`config.mk`:
```
export PLATFORM = sky130hd
export DESIGN_NAME = gshare_bpred_p
export DESIGN_NICKNAME = d
export VERILOG_FILES = /design/src/rtl/gshare_bpred_p.sv
export SDC_FILE = /design/constraint.sdc
export NUM_CORES = 2
export LEC_CHECK = 0
export CAP_MARGIN = 20
export CORE_MARGIN = 4
export CORE_UTILIZATION = 63
export CTS_BUF_LIST = sky130_fd_sc_hd__clkbuf_16
export DETAILED_ROUTE_END_ITERATION = 10
export PLACE_DENSITY = 0.8
export SYNTH_ARGS = -nofsm -noshare
export SYNTH_HDL_FRONTEND = slang
export SYNTH_SLANG_ARGS = --single-unit
export TNS_END_PERCENT = 5
```
`constraint.sdc`:
```
create_clock -name CLK -period 3.96 [get_ports CLK]
set_clock_uncertainty 0.15 [all_clocks]
set_input_delay 0.594 -clock CLK [delete_from_list [all_inputs] [get_ports CLK]]
set_output_delay 0.594 -clock CLK [all_outputs]
set_load 0.05 [all_outputs]
```
`src/rtl/gshare_bpred_p.sv`:
```
// Gshare direction predictor with a tagged direct-mapped BTB for the fetch stage.
// Registered lookup, speculative global history with checkpoint-based repair.
module gshare_bpred_p #(
  parameter int HIST_LEN = 5,
  parameter int PHT_IDX  = 5,
  parameter int BTB_IDX  = 5,
  parameter int TAG_BITS = 24,
  parameter int PC_SHIFT = 3
) (
  input  logic                CLK,
  input  logic                reset,
  input  logic                pred_valid,
  input  logic [31:0]         pred_pc,
  output logic                pred_out_valid,
  output logic                pred_hit,
  output logic                pred_taken,
  output logic [31:0]         pred_target,
  output logic [HIST_LEN-1:0] pred_hist,
  input  logic                update_valid,
  input  logic [31:0]         update_eip,
  input  logic [31:0]         update_target,
  input  logic                update_taken,
  input  logic                update_mispred,
  input  logic [HIST_LEN-1:0] update_hist
);

  // Handshake: a lookup is accepted on every edge with pred_valid=1 (no
  // backpressure); its result is presented on the following cycle with
  // pred_out_valid=1 unless a mispredict resolved in the same cycle.

  localparam int PHT_N = 1 << PHT_IDX;
  localparam int BTB_N = 1 << BTB_IDX;

  logic [1:0]          pht        [PHT_N];
  logic [BTB_N-1:0]    btb_valid;
  logic [TAG_BITS-1:0] btb_tag    [BTB_N];
  logic [31:0]         btb_target [BTB_N];
  logic [HIST_LEN-1:0] ghr;
  logic [HIST_LEN-1:0] ghr_next;

  logic [PHT_IDX-1:0]  pidx;
  logic [PHT_IDX-1:0]  uidx;
  logic [BTB_IDX-1:0]  bidx;
  logic [BTB_IDX-1:0]  ubidx;
  logic [TAG_BITS-1:0] ptag;
  logic [TAG_BITS-1:0] utag;
  logic                lk_hit;
  logic                lk_taken;
  logic                squash;

  // Shift one outcome into a history value; degenerates to the bit itself for HIST_LEN=1.
  function automatic logic [HIST_LEN-1:0] shift_in(input logic [HIST_LEN-1:0] h,
                                                   input logic b);
    logic [HIST_LEN:0] t;
    t = {h, b};
    return t[HIST_LEN-1:0];
  endfunction

  assign pidx     = pred_pc[PC_SHIFT +: PHT_IDX] ^ PHT_IDX'(ghr);
  assign uidx     = update_eip[PC_SHIFT +: PHT_IDX] ^ PHT_IDX'(update_hist);
  assign bidx     = pred_pc[PC_SHIFT +: BTB_IDX];
  assign ubidx    = update_eip[PC_SHIFT +: BTB_IDX];
  assign ptag     = pred_pc[PC_SHIFT+BTB_IDX +: TAG_BITS];
  assign utag     = update_eip[PC_SHIFT+BTB_IDX +: TAG_BITS];
  assign lk_hit   = btb_valid[bidx] && (btb_tag[bidx] == ptag);
  assign lk_taken = pht[pidx][1];
  assign squash   = update_valid & update_mispred;

  // Recovery from the returned checkpoint wins over the speculative shift.
  always_comb begin
    ghr_next = ghr;
    if (squash) begin
      ghr_next = shift_in(update_hist, update_taken);
    end else if (pred_valid && lk_hit) begin
      ghr_next = shift_in(ghr, lk_taken);
    end
  end

  always_ff @(posedge CLK or negedge reset) begin
    if (!reset) begin
      for (int i = 0; i < PHT_N; i++) pht[i] <= 2'b01;
      for (int i = 0; i < BTB_N; i++) begin
        btb_tag[i]    <= '0;
        btb_target[i] <= '0;
      end
      btb_valid      <= '0;
      ghr            <= '0;
      pred_out_valid <= 1'b0;
      pred_hit       <= 1'b0;
      pred_taken     <= 1'b0;
      pred_target    <= '0;
      pred_hist      <= '0;
    end else begin
      ghr            <= ghr_next;
      pred_out_valid <= pred_valid & ~squash;
      // Lookup reads the arrays before this edge's update lands (read-before-write).
      if (pred_valid) begin
        pred_hit    <= lk_hit;
        pred_taken  <= lk_taken;
        pred_target <= btb_target[bidx];
        pred_hist   <= ghr;
      end
      if (update_valid) begin
        if (update_taken) begin
          if (pht[uidx] != 2'b11) pht[uidx] <= pht[uidx] + 2'd1;
          btb_valid[ubidx]  <= 1'b1;
          btb_tag[ubidx]    <= utag;
          btb_target[ubidx] <= update_target;
        end else begin
          if (pht[uidx] != 2'b00) pht[uidx] <= pht[uidx] - 2'd1;
        end
      end
    end
  end

endmodule
```
## Word level (Yosys, flattened, before mapping)

Cells that the tools add are included.

| storage, ports and cells | value |
|---|---|
| register bits after elaboration | 1933 |
| output and inout port bits | 40 |

| operators by class | value |
|---|---|
| $add $sub $neg | 2 |
| $lt $le $gt $ge | 9 |
| eq/ne operators | 3 |
| mux-type cells | 31 |
| bitwise logic cells | 10 |
| reduce and logical (&&, ||, !) cells | 10 |

Operator list:

| kind | count |
|---|---|
| $bwmux 1024 | 1 |
| $bwmux 768 | 1 |
| $mux 64 | 3 |
| $bmux 32 s5 | 1 |
| $demux 32 s5 | 1 |
| $bwmux 64 | 2 |
| $bmux 24 s5 | 1 |
| $demux 24 s5 | 1 |
| $mux 32 | 3 |
| $mux 24 | 3 |
| $or 32x32->32 | 1 |
| $eq 24x24->1 | 1 |
| $ge 6x6->1 const B | 4 |
| $not 5->6 | 4 |
| $bmux 2 s5 | 2 |
| $lt 5x6->1 const B | 2 |
| $lt 6x1->1 const B | 2 |
| $demux 2 s5 | 1 |
| $mux 2 | 5 |
| $mux 5 | 2 |
| $xor 5x5->5 | 2 |
| $reduce_bool 2->1 | 3 |
| $bmux 1 s5 | 1 |
| $demux 1 s5 | 1 |
| other kinds (11) | 17 |

## Longest topological paths before layout

| depth | value |
|---|---|
| depth in word-level cells | 9 |
| depth in mapped cells | 16 |
| gate-level depth less buffers | 13 |

## Worst setup path after synthesis

Ideal clock, no wire load.

| path | value |
|---|---|
| path kind | input to register |
| start point | input port update_hist[1] |
| end point | register pht[39] (netlist name) |
| arrival | 3918 ps |
| required time | 3685 ps |
| setup slack | -233 ps |
| stages | 13 |
| buffers on the path | 3 |
| cells stage by stage | xor2_1 -> clkbuf_1 -> clkbuf_1 -> mux4_2 -> mux2i_1 -> mux4_2 -> ha_1 -> mux2i_1 -> and2_0 -> or3b_2 -> clkbuf_1 -> nor2_1 -> mux2_2 |

| on the way | value |
|---|---|
| word-level cells in the longest chain between the ends | 9 |
| elaborated cells between the ends (all ways) | 22 |
| classes of those cells | 2 x add/sub; 2 x order compare; 2 x eq/ne; 10 x mux; 2 x bitwise; 4 x reduce/logical |

RTL lines:

| element | line | text |
|---|---|---|
| start, declared | 24 | `input logic [HIST_LEN-1:0] update_hist` |
| $xor 5x5->5 * | 60 | `assign uidx = update_eip[PC_SHIFT +: PHT_IDX] ^ PHT_IDX'(update_hist);` |
| $not 5->6 (not written as such) * | 105, 110 |  |
| $bmux 2 s5 (tied with other cells) | 105, 110 |  |
| $mux 2 (not written as such) / $logic_and 1x1->1 (equally long branches) | 105, 110 |  |
| $mux 2 (not written as such) | 105, 110 |  |
| $sub 2x1->2 (tied with other cells) | 110 | `if (pht[uidx] != 2'b00) pht[uidx] <= pht[uidx] - 2'd1;` |
| $bwmux 64, on equally long branches | 110, 105 |  |
| $mux 64, on equally long branches | 110, 105 |  |
| $mux 64 | 104 | `if (update_taken) begin` |
| end, declared | 34 | `logic [1:0] pht [PHT_N];` |

Mark *: on every way between the ends. The rest lies on a longest branch, timed or not. The select of a mux whose other input is x is not followed.
A chain may end at the register's enable or synchronous reset.

## Worst setup path after layout

| path | value |
|---|---|
| start point | input port update_hist[1] |
| end point | register pht[7] (netlist name) |

Same word-level chain as after synthesis.

==> impl_metrics.py <==
metrics = {
    "worst_setup_path": {
        "reg2reg_depth": 10,
        "reg2reg_slack_ps": 580,
        "worstPathArrival_ps": 4210,
        "reg2reg_from": "btb_tag[192]",
        "path_max_fanout": 11,
        "path_class": "in2reg",
        "start_kind": "input pin",
        "reg2reg_to": "ghr[0]",
        "cp.required_ps": 4510,
        "end_kind": "register",
    },
    "synthesis": {
        "synth.distinct_cells": 71,
        "synth_edf_count": 0,
        "synthesis.nets": 5622,
        "synth_ff_type": "dfrtp_1",
        "ys_seq_area_frac": 0.552,
        "synth_area_um2": 87600,
        "yosys_warnings": 0,
        "synth_seq_cells": 1933,
        "syn_inst": 5513,
        "syn_avg_cell_area_um2": 15.9,
        "async_flop_share": 1.00,
    },
    "clocking": {
        "clk_latency_ps": 830,
        "cts_made_buffers": 192,
        "post_cts_buffers": 0,
        "cts_tree": "yes",
        "cts.sinks": 1933,
        "clk_path_buf_depth": 3,
        "htreeDepth": 4,
        "clk_pin_slew_ps": 60,
        "root_buffer": "clkbuf_16",
    },
    "global_route": {
        "overflow": 0,
        "grt_first_pass_wirelength_um": 345000,
        "grt_max_degree": 121,
        "track_usage": 0.316,
        "grt_pass1_vias": 53900,
        "antenna_found_initial": 13,
    },
    "layout": {
        "multiInputGateArea_um2": 37200,
        "regArea_um2": 48400,
        "n_fill_cell": 8627,
        "drive_gt1_frac": 0.520,
        "final_common_cell": "dfrtp_1",
        "final_cell_area_um2": 98600,
        "area_delta_synth_final_pct": 12.5,
        "final_cell_mix": "1901 x dfrtp_1, 1852 x mux2_2, 488 x mux4_2",
        "final_nets": 5712,
    },
    "pwr": {
        "leakagePower_uw": 0.0458,
        "comb_power_share": 0.152,
        "p_clk_frac": 0.355,
        "p_per_area_nw_per_um2": 499,
        "switchingPower_uw": 12400,
        "p_sw_frac": 0.252,
        "p_seq_frac": 0.493,
        "internal_power_uw": 36800,
        "peakVddDrop_mv": 0.468,
        "finalPower_uw": 49200,
    },
    "timing": {
        "drv_slew": 0,
        "fmax_mhz": 273,
        "maxSlewHeadroom": 0.255,
        "worst_slack_ps": 298,
        "hold_viol_final": 0,
        "grt_setup_unrepaired": "false",
        "setup_viol": 0,
        "fin_crit_sh": 0.925,
        "finalCriticalPeriod_ps": 3660,
        "worst_pin_slew_ps": 1110,
    },
    "routing": {
        "detail-route-antenna-nets": 0,
        "drcViolationCount": 0,
        "viasPerCell": 6.69,
        "wire_per_inst_um": 29.8,
        "routed_wl_um": 225000,
        "dr.pass1.iters": 5,
        "vias": 50600,
        "first_iter_violations": 4353,
    },
    "floorplanning": {
        "core-area_um2": 138000,
        "die_y_um": 381,
        "design.die.area_um2": 145000,
        "start_util": 0.636,
        "num_io_pins": 147,
        "fp-row-count": 136,
        "die_w_um": 381,
    },
    "run_status": {
        "outcome": "complete, no violations",
    },
    "min_path": {
        "hold_class": "in2async",
    },
    "placed_design": {
        "portBuffers": 140,
        "post_dp_cell_area_um2": 92500,
        "pre_cts_slack_ps": -649,
        "place_hpwl_um": 128000,
        "gp_congestion": 0.895,
    },
    "run": {
        "drv_cap": 0,
    },
}
## sequential cells by signal (all words and copies together), names as in the netlist, named ones only
register        cells
ghr                 5
pred_taken          1
btb_tag           768
pred_out_valid      1
btb_target       1024
pred_hist           5
pred_target        32
pht                32
btb_valid          32
pred_hit            1
## per-layer routing
metal	vias up	global-route usage	wire, um
met2	1677	0.496	108000
met4	12	0.0995	7130
met1	27700	0.455	95100
li1	20700	-	-
met5	-	0	86
met3	450	0.0607	15200
## through the flow
stage	std cells	TNS, ps	hold slack (ps)	util
6_report	7559	0	256	0.715
5_1_grt	7555	0	279	0.715
4_1_cts	7549	0	264	0.714
3_5_place_dp	7198	-25350	300	0.671
3_3_place_gp	7198	-20940	293	0.671
2_1_floorplan	5513	0	148	-
## power groups by stage
| stage | Combinational, uW | Clock, uW | Sequential (uW) |
|---|---|---|---|
| 2_1_floorplan | 5250 | 0 | 24100 |
| 3_3_place_gp | 7200 | 0 | 24300 |
| 3_5_place_dp | 7450 | 0 | 24500 |
| 4_1_cts | 7500 | 17700 | 24200 |
| 5_1_grt | 8060 | 18500 | 24500 |
| 6_report | 7470 | 17400 | 24200 |
## synth_stat cells, types with 3 or more instances
master | n | area, um^2
nor2b_1 | 17 | 106
and2_1 | 6 | 37.5
mux4_1 | 25 | 657
o22ai_1 | 37 | 231
mux2_2 | 1852 | 20900
inv_1 | 3 | 11.3
a22oi_1 | 25 | 188
a211oi_1 | 11 | 82.6
o21ai_0 | 11 | 55.1
dfrtp_1 | 1901 | 47600
a221oi_1 | 4 | 35.0
dfstp_2 | 32 | 841
nor3b_1 | 5 | 37.5
and3_1 | 5 | 31.3
buf_6 | 22 | 248
buf_8 | 3 | 45.0
nor4_1 | 8 | 50.1
nand2b_1 | 18 | 113
nor3_1 | 15 | 75.1
nand2_1 | 49 | 184
or3_1 | 7 | 43.8
clkbuf_1 | 348 | 1310
mux4_2 | 488 | 11000
a21oi_1 | 69 | 345
buf_2 | 58 | 290
o211ai_1 | 7 | 52.6
nor2_1 | 144 | 541
nand3b_1 | 9 | 67.6
xnor2_1 | 16 | 140
a22o_1 | 3 | 26.3
xor2_1 | 16 | 140
mux2i_1 | 107 | 1070
nand4_1 | 6 | 37.5
buf_1 | 78 | 293
buf_4 | 18 | 135
a31oi_1 | 5 | 31.3
or2_2 | 20 | 125
nand3_1 | 18 | 90.1
or3b_2 | 5 | 43.8
## worst max-delay path by stage
stage / start / endpoint / slack [ps] / cells past startpoint
3_3_place_gp: update_hist[1] / pht[7] / -610 / 13
3_5_place_dp: update_eip[4] / pht[7] / -650 / 13
6_report: update_hist[1] / pht[7] / 300 / 13
2_1_floorplan: update_hist[0] / pht[39] / 20 / 14
5_1_grt: update_hist[1] / pht[7] / 150 / 13
4_1_cts: update_hist[1] / pht[7] / 240 / 13
## critical path: stages
cell             delay (ps)
clkdlybuf4s50_1         590
xor2_4                  410
buf_4                   230
mux4_2                  300
mux2i_1                 170
mux4_2                  270
inv_1                    50
ha_1                    180
mux2i_1                 110
and2_0                  170
or3b_2                  610
nor2_2                  180
mux2_2                  340
## what timing repair did
item	in CTS	in global routing
endpoints found under the hold margin	78	0
endpoints found under the setup margin	0	6
hold buffers	2	0
resized for setup	0	1
## final cells by class
type                       count  area share
inverter                       5    0.000241
clock buffer                 195      0.0495
clock inverter               154      0.0110
tap                         1794      0.0228
multi-input combinational   3048       0.377
antenna                        7    0.000178
timing repair buffer         423      0.0481
sequential                  1933       0.491
## kinds of logic (layout without fill, tap and decap cells)
kind of cell,count (synthesis),in the layout,share of synthesized area
fa+ha+maj,2,2,0.000286
flops,1933,1933,0.552
simple gates,345,345,0.0194
mux,2473,2473,0.383
compound gates,196,196,0.0146
buf+inv,532,777,0.0267
xor+xnor,32,32,0.00320
other cells,0,7,0
Power figures use the tool's default switching activity.
